==> src/rtl/wdog_pkg.sv <==
// Shared watchdog definitions: register addresses, CTRL bit positions,
// FSM state encoding and the default kick key. Also used by the read decoder.
package wdog_pkg;

   localparam int ADDR_W = 4;
   localparam int DATA_W = 32;

   localparam logic [ADDR_W-1:0] ADDR_CTRL     = 4'h0;
   localparam logic [ADDR_W-1:0] ADDR_INTERVAL = 4'h1;
   localparam logic [ADDR_W-1:0] ADDR_KICK     = 4'h2;

   localparam int CTRL_EN_BIT  = 0;
   localparam int CTRL_DIS_BIT = 1;
   localparam int CTRL_CLR_BIT = 2;

   localparam logic [DATA_W-1:0] KICK_KEY_DEFAULT = 32'h0000_0055;

   typedef enum logic [1:0] {
      ST_IDLE    = 2'd0,
      ST_RUN     = 2'd1,
      ST_WARN    = 2'd2,
      ST_EXPIRED = 2'd3
   } wdog_state_e;

endpackage

==> src/rtl/wdog_write_ctrl_if.sv <==
// Register-write bus into the watchdog: one write per cycle, strobe plus address/data.
interface wdog_write_ctrl_if;
   import wdog_pkg::*;

   logic              WRITE;
   logic [ADDR_W-1:0] ADDR;
   logic [DATA_W-1:0] WDATA;

   modport master (output WRITE, output ADDR, output WDATA);
   modport slave  (input  WRITE, input  ADDR, input  WDATA);

endinterface

==> src/rtl/wdog_down_counter.sv <==
// Watchdog countdown register: clear, load and tick-enabled decrement,
// with a "count is one" flag so the FSM can act on the last tick.
module wdog_down_counter #(
   parameter int CNT_W = 32
) (
   input  logic             CLK,
   input  logic             RESET,
   input  logic             clear,
   input  logic             load,
   input  logic [CNT_W-1:0] load_val,
   input  logic             dec,
   output logic [CNT_W-1:0] count,
   output logic             is_one
);

   localparam logic [CNT_W-1:0] ONE = {{(CNT_W-1){1'b0}}, 1'b1};

   // Counter register: clear beats load beats decrement; zero never wraps
   always_ff @(posedge CLK) begin
      if (RESET) begin
         count <= '0;
      end else if (clear) begin
         count <= '0;
      end else if (load) begin
         count <= load_val;
      end else if (dec && (count != '0)) begin
         count <= count - ONE;
      end
   end

   assign is_one = (count == ONE);

endmodule

==> src/rtl/wdog_write_ctrl.sv <==
// Watchdog write side: decodes CTRL/INTERVAL/KICK writes, runs the
// IDLE/RUN/WARN/EXPIRED countdown FSM and drives status, IRQ and reset request.
module wdog_write_ctrl
   import wdog_pkg::*;
#(
   parameter int                CNT_W      = 32,
   parameter int                WARN_TICKS = 16,
   parameter logic [DATA_W-1:0] KICK_KEY   = KICK_KEY_DEFAULT
) (
   input  logic               CLK,
   input  logic               RESET,
   wdog_write_ctrl_if.slave   bus,
   input  logic               KICK,
   input  logic               Wdog_Timer_CLK,
   output logic               Status_Register,
   output logic               Interval_valid,
   output logic [CNT_W-1:0]   COUNT,
   output logic               WDOG_IRQ,
   output logic               WDOG_RST,
   output logic               WR_ERR
);

   wdog_state_e state, next_state;

   logic [CNT_W-1:0] interval;
   logic             wr_ctrl, wr_interval, wr_kick;
   logic             en_req, dis_req, clr_req, key_ok, kick_req;
   logic             err_set;
   logic             cnt_clear, cnt_load, cnt_dec, cnt_is_one;
   logic [CNT_W-1:0] cnt_load_val;
   logic             next_status, next_irq, next_rst;

   // Write decode; a disable in the same CTRL write suppresses the enable
   always_comb begin
      wr_ctrl     = bus.WRITE && (bus.ADDR == ADDR_CTRL);
      wr_interval = bus.WRITE && (bus.ADDR == ADDR_INTERVAL);
      wr_kick     = bus.WRITE && (bus.ADDR == ADDR_KICK);
      dis_req     = wr_ctrl && bus.WDATA[CTRL_DIS_BIT];
      en_req      = wr_ctrl && bus.WDATA[CTRL_EN_BIT] && !bus.WDATA[CTRL_DIS_BIT];
      clr_req     = wr_ctrl && bus.WDATA[CTRL_CLR_BIT];
      key_ok      = (bus.WDATA == KICK_KEY);
      kick_req    = KICK || (wr_kick && key_ok);
      err_set     = (en_req && !((state == ST_IDLE) && Interval_valid))
                 || (wr_interval && (state != ST_IDLE))
                 || (wr_kick && !key_ok);
   end

   // Interval register and its valid flag, only writable while idle
   always_ff @(posedge CLK) begin
      if (RESET) begin
         interval       <= '0;
         Interval_valid <= 1'b0;
      end else if (wr_interval && (state == ST_IDLE)) begin
         interval       <= CNT_W'(bus.WDATA);
         Interval_valid <= (CNT_W'(bus.WDATA) != '0);
      end
   end

   // Sticky write-error flag; a new error in the same cycle outranks the clear
   always_ff @(posedge CLK) begin
      if (RESET) begin
         WR_ERR <= 1'b0;
      end else if (err_set) begin
         WR_ERR <= 1'b1;
      end else if (clr_req) begin
         WR_ERR <= 1'b0;
      end
   end

   // FSM state register
   always_ff @(posedge CLK) begin
      if (RESET) begin
         state <= ST_IDLE;
      end else begin
         state <= next_state;
      end
   end

   // Next-state and counter control: disable > kick > tick
   always_comb begin
      next_state   = state;
      cnt_clear    = 1'b0;
      cnt_load     = 1'b0;
      cnt_load_val = interval;
      cnt_dec      = 1'b0;
      case (state)
         ST_IDLE: begin
            if (en_req && Interval_valid) begin
               cnt_load   = 1'b1;
               next_state = ST_RUN;
            end
         end
         ST_RUN, ST_WARN: begin
            if (dis_req) begin
               cnt_clear  = 1'b1;
               next_state = ST_IDLE;
            end else if (kick_req) begin
               cnt_load   = 1'b1;
               next_state = ST_RUN;
            end else if (Wdog_Timer_CLK) begin
               if (cnt_is_one) begin
                  if (state == ST_RUN) begin
                     cnt_load     = 1'b1;
                     cnt_load_val = CNT_W'(WARN_TICKS);
                     next_state   = ST_WARN;
                  end else begin
                     cnt_clear  = 1'b1;
                     next_state = ST_EXPIRED;
                  end
               end else begin
                  cnt_dec = 1'b1;
               end
            end
         end
         ST_EXPIRED: begin
            next_state = ST_EXPIRED;
         end
         default: begin
            next_state = ST_IDLE;
         end
      endcase
   end

   // Output decode from the upcoming state so the flops below track the FSM exactly
   always_comb begin
      next_status = (next_state != ST_IDLE);
      next_irq    = (next_state == ST_WARN);
      next_rst    = (next_state == ST_EXPIRED);
   end

   // Registered status, IRQ and reset-request outputs
   always_ff @(posedge CLK) begin
      if (RESET) begin
         Status_Register <= 1'b0;
         WDOG_IRQ        <= 1'b0;
         WDOG_RST        <= 1'b0;
      end else begin
         Status_Register <= next_status;
         WDOG_IRQ        <= next_irq;
         WDOG_RST        <= next_rst;
      end
   end

   wdog_down_counter #(
      .CNT_W (CNT_W)
   ) u_counter (
      .CLK      (CLK),
      .RESET    (RESET),
      .clear    (cnt_clear),
      .load     (cnt_load),
      .load_val (cnt_load_val),
      .dec      (cnt_dec),
      .count    (COUNT),
      .is_one   (cnt_is_one)
   );

endmodule

==> src/flat_wrapper.sv <==
// flat-port wrapper written by rule: the top's interface ports become plain ports
module wdog_write_ctrl_flat import wdog_pkg::*;
#(
   parameter int                CNT_W      = 32,
   parameter int                WARN_TICKS = 16,
   parameter logic [DATA_W-1:0] KICK_KEY   = KICK_KEY_DEFAULT
)
  (CLK, RESET, KICK, Wdog_Timer_CLK, Status_Register, Interval_valid, COUNT, WDOG_IRQ, WDOG_RST, WR_ERR, bus_WRITE, bus_ADDR, bus_WDATA);
  wdog_write_ctrl_if bus_i ();
  input  logic CLK;
  input  logic RESET;
  input  logic KICK;
  input  logic Wdog_Timer_CLK;
  output logic Status_Register;
  output logic Interval_valid;
  output logic [CNT_W-1:0] COUNT;
  output logic WDOG_IRQ;
  output logic WDOG_RST;
  output logic WR_ERR;
  input wire logic [$bits(bus_i.WRITE)-1:0] bus_WRITE;
  input wire logic [$bits(bus_i.ADDR)-1:0] bus_ADDR;
  input wire logic [$bits(bus_i.WDATA)-1:0] bus_WDATA;
  assign bus_i.WRITE = bus_WRITE;
  assign bus_i.ADDR = bus_ADDR;
  assign bus_i.WDATA = bus_WDATA;
  wdog_write_ctrl #(.CNT_W(CNT_W), .WARN_TICKS(WARN_TICKS), .KICK_KEY(KICK_KEY)) u_core (.CLK(CLK), .RESET(RESET), .bus(bus_i), .KICK(KICK), .Wdog_Timer_CLK(Wdog_Timer_CLK), .Status_Register(Status_Register), .Interval_valid(Interval_valid), .COUNT(COUNT), .WDOG_IRQ(WDOG_IRQ), .WDOG_RST(WDOG_RST), .WR_ERR(WR_ERR));
endmodule
==> config.mk <==
export PLATFORM = sky130hd
export DESIGN_NAME = wdog_write_ctrl_flat
export DESIGN_NICKNAME = d
export VERILOG_FILES = /design/src/rtl/wdog_pkg.sv /design/src/rtl/wdog_write_ctrl_if.sv /design/src/rtl/wdog_down_counter.sv /design/src/rtl/wdog_write_ctrl.sv /design/src/flat_wrapper.sv
export SDC_FILE = /design/constraint.sdc
export NUM_CORES = 1
export LEC_CHECK = 0
export CELL_PAD_IN_SITES_DETAIL_PLACEMENT = 0
export CELL_PAD_IN_SITES_GLOBAL_PLACEMENT = 1
export CORE_UTILIZATION = 42
export DETAILED_ROUTE_END_ITERATION = 6
export DONT_BUFFER_PORTS = 1
export PLACE_DENSITY_LB_ADDON = 0.1
export SYNTH_ARGS = -nofsm -noshare
export SYNTH_HDL_FRONTEND = slang
export SYNTH_HIERARCHICAL = 1
export SYNTH_SLANG_ARGS = --single-unit
==> constraint.sdc <==
create_clock -name CLK -period 2.7 [get_ports CLK]
set_input_delay 0.27 -clock CLK [delete_from_list [all_inputs] [get_ports CLK]]
set_output_delay 0.27 -clock CLK [all_outputs]
set_load 0.01 [all_outputs]
==> impl_metrics.toml <==
[die]
core_area_sq_um = 8810
dieWidth_um = 97.8
dieHeight_um = 97.8
die_area_sq_um = 9560
ioPinCount = 78
rows = 34
start_util_pct = 43.8

[synthesis]
yosysSeqAreaShare_pct = 36.9
synth-edff-count = 0
ys_ff_latch = 71
yosys_warnings = 6
netlist_top_cells_area = "dfxtp_1 37%, nand2_1 7.3%, a21oi_1 6.5%"
synthFlopType = "dfxtp_1"
syn_area_sq_um = 3850
synth_nets = 544
synth_top_cell_area_share_pct = 36.9
yosysUniqueCellTypes = 56
synthCells = 498
syn_area_per_cell_sq_um = 7.74
synthArstFlopShare_pct = 0
yosysTopAreaCell = "dfxtp_1"

[grt]
antenna_found_initial = 0
grt_usage_pct = 24.4
grt_overflow_total = 0
grt_max_degree = 44
grt_first_pass_wirelength_mm = 18.6
grt_pass1_vias = 3707

[power_and_ir_drop]
ir_drop_uv = 450
power_density_nw_per_um2 = 1210
p_total_w = 0.00576
p_leak_nw = 1.71

[finish]
post_route_cells_drive_above_1_share_pct = 23.0
final_common_cell = "nand2_1"
nFillCells = 857
final_core_util_pct = 54.0
diodes = 0
fin_area_sq_um = 4750
nets = 593
most-common-layout-cells = "75 x nand2_1, 65 x buf_4, 59 x dfxtp_1"
syn2layout_area_growth_pct = 23.3

[critical_path]
slowest_stage = "or4_1"
worstSetupEndpointType = "register"
critPathArrivalTime_ps = 2900
path_max_fanout = 10
timing.critical_path.slowest_cell_delay_ps = 490
path_buf_inv = 1
critPathTopFamily = "simple AND/OR/NAND/NOR gates"
crit_required_ps = 2980
worstSetupStartpointType = "register"
path_cells = "nor4_2 > and3_1 > nand3_2 > nor2_4 > nand2b_4 > nor4_4 > buf_4 > nand2_1 > a211o_4 > or4_1 > a31oi_1"
worstSetupPathType = "reg2reg"

[timing]
setup_viol = 0
rsz0062_at_grt = "yes"
finalCriticalPeriod_ps = 2620
slew_viol_final = 0
fmax_ghz = 0.382
finalHoldViolCount = 0
finalCritPeriodShare_pct = 97.0
worst_slew_pin_slew_ps = 792
relSlewSlack_pct = 46.9
fin_skew_ps = 16.6

[flow_run]
max_cap_violations = 0

[detailed_routing]
num_vias = 3988
wl_per_cell_um = 18.1
drc = 8
drtIter0Drc = 319
firstDrtPassIters = 7
wl_mm = 11.9
via_per_inst = 6.04
drt.antenna.violating_nets = 0

[status]
violations = "DRC"
status = "complete, but fails checks"

[place]
portBuffers = 0
dpl.hpwl_mm = 8.54
gp_congestion = 0.964
placed_area_sq_um = 4380

[clock_network]
cts_root_buffer = "clkbuf_8"
clkTransAtPathRegs_ps = 90
cts_buffers = 9
clock_sinks = 71
htree_levels = 3
cts_tree = "done"
insertion_delay_ps = 350
cts_buffer_depth = 2

[worst_hold_path]
hp-class = "in2reg"
## logic make-up (layout without fill, tap and decap cells)
group                    Yosys count  after routing  share of synthesized area (%)
multiplexers                       1              1                          0.260
adder cells (fa/ha/maj)            5              5                           1.62
buffers and inverters             40             94                           4.32
AO/OA/AOI/OAI                    142            142                           22.0
flip-flops                        71             71                           36.9
XOR/XNOR                           9              9                           2.05
AND/OR/NAND/NOR                  230            230                           32.9
## repair_timing
item,in CTS,in global routing
hold endpoints to repair,36,0
gates resized for setup,1,37
hold buffers,1,0
pin swaps,0,9
setup buffers,0,4
cloned,0,1
setup endpoints to repair,1,34
## worst register-to-register path, stage by stage, from the launching register on
cell and delay (ps):
dfxtp_2 350, nor4_2 50, and3_1 200, nand3_2 130, nor2_4 60, nand2b_4 140, nor4_4 360, buf_4 180
nand2_1 90, a211o_4 330, or4_1 490, a31oi_1 160
## power by group
group          switching [W]  internal (W)
combinational        0.00207       0.00146
sequential          0.000148       0.00129
clock               0.000432      0.000360
## through the flow
step           setup slack, ps  instances  TNS, ps  hold slack (ps)
2_1_floorplan             17.8        498        0              406
3_3_place_gp             -56.1        638     -148              344
3_5_place_dp             -15.1        638    -15.1              346
4_1_cts                   7.67        655        0             7.89
5_1_grt                  -11.6        660    -19.0             10.7
6_report                  79.8        660        0             15.7
## Yosys cell counts, types with 3 or more instances
cell type and number:
nand2_1 75, dfxtp_1 71, a21oi_1 50, o21ai_0 34, nor2b_1 32, clkbuf_1 24, a31oi_1 20, nor2_1 19
nor4_1 18, or4_1 17, nor3_1 13, nand3_1 10, o31ai_1 9, or3_1 9, inv_1 8, buf_2 7
ha_1 5, nand2b_1 5, nand4_1 5, xnor2_1 5, and3_1 4, xor2_1 4, a211oi_1 3, nand3b_1 3
o21ai_1 3, o311ai_1 3, o41ai_1 3
## path summary, 6_finish.rpt
check | from | end | slack [ps] | cells after the start
worst min-delay path | RESET | u_core/Status_Register | 20 | 1
worst min register to register | u_core/interval[7] | u_core/interval[7] | 450 | 2
worst max register to register | u_core/u_counter/count[23] | u_core/u_counter/count[26] | 80 | 11
worst max-delay path | u_core/u_counter/count[23] | u_core/u_counter/count[26] | 80 | 11
## area by class of cell
class | instances | area [sq um] | share of cell area, %
multi-input combinational | 387 | 2400 | 50.6
sequential | 71 | 1440 | 30.2
timing repair buffer | 70 | 564 | 11.9
clock buffer | 10 | 138 | 2.90
tap | 108 | 135 | 2.84
clock inverter | 6 | 43.8 | 0.922
inverter | 8 | 30.0 | 0.632
## registers in the layout, indices dropped and copies added, names as in the netlist
signal	count
u_core/Interval_valid	1
u_core/Status_Register	1
u_core/WDOG_IRQ	1
u_core/WDOG_RST	1
u_core/WR_ERR	1
u_core/interval	32
u_core/state	2
u_core/u_counter/count	32
## routing by layer
| metal | GRT usage, % | share of wire [%] | vias up |
|---|---|---|---|
| met4 | 11.2 | 2.9 | 0 |
| li1 | - | - | 1936 |
| met3 | 5.87 | 8.5 | 31 |
| met5 | 0 | 0 | - |
| met2 | 33.9 | 41 | 192 |
| met1 | 35.3 | 48 | 1829 |
(Power assumes the default switching activity.)
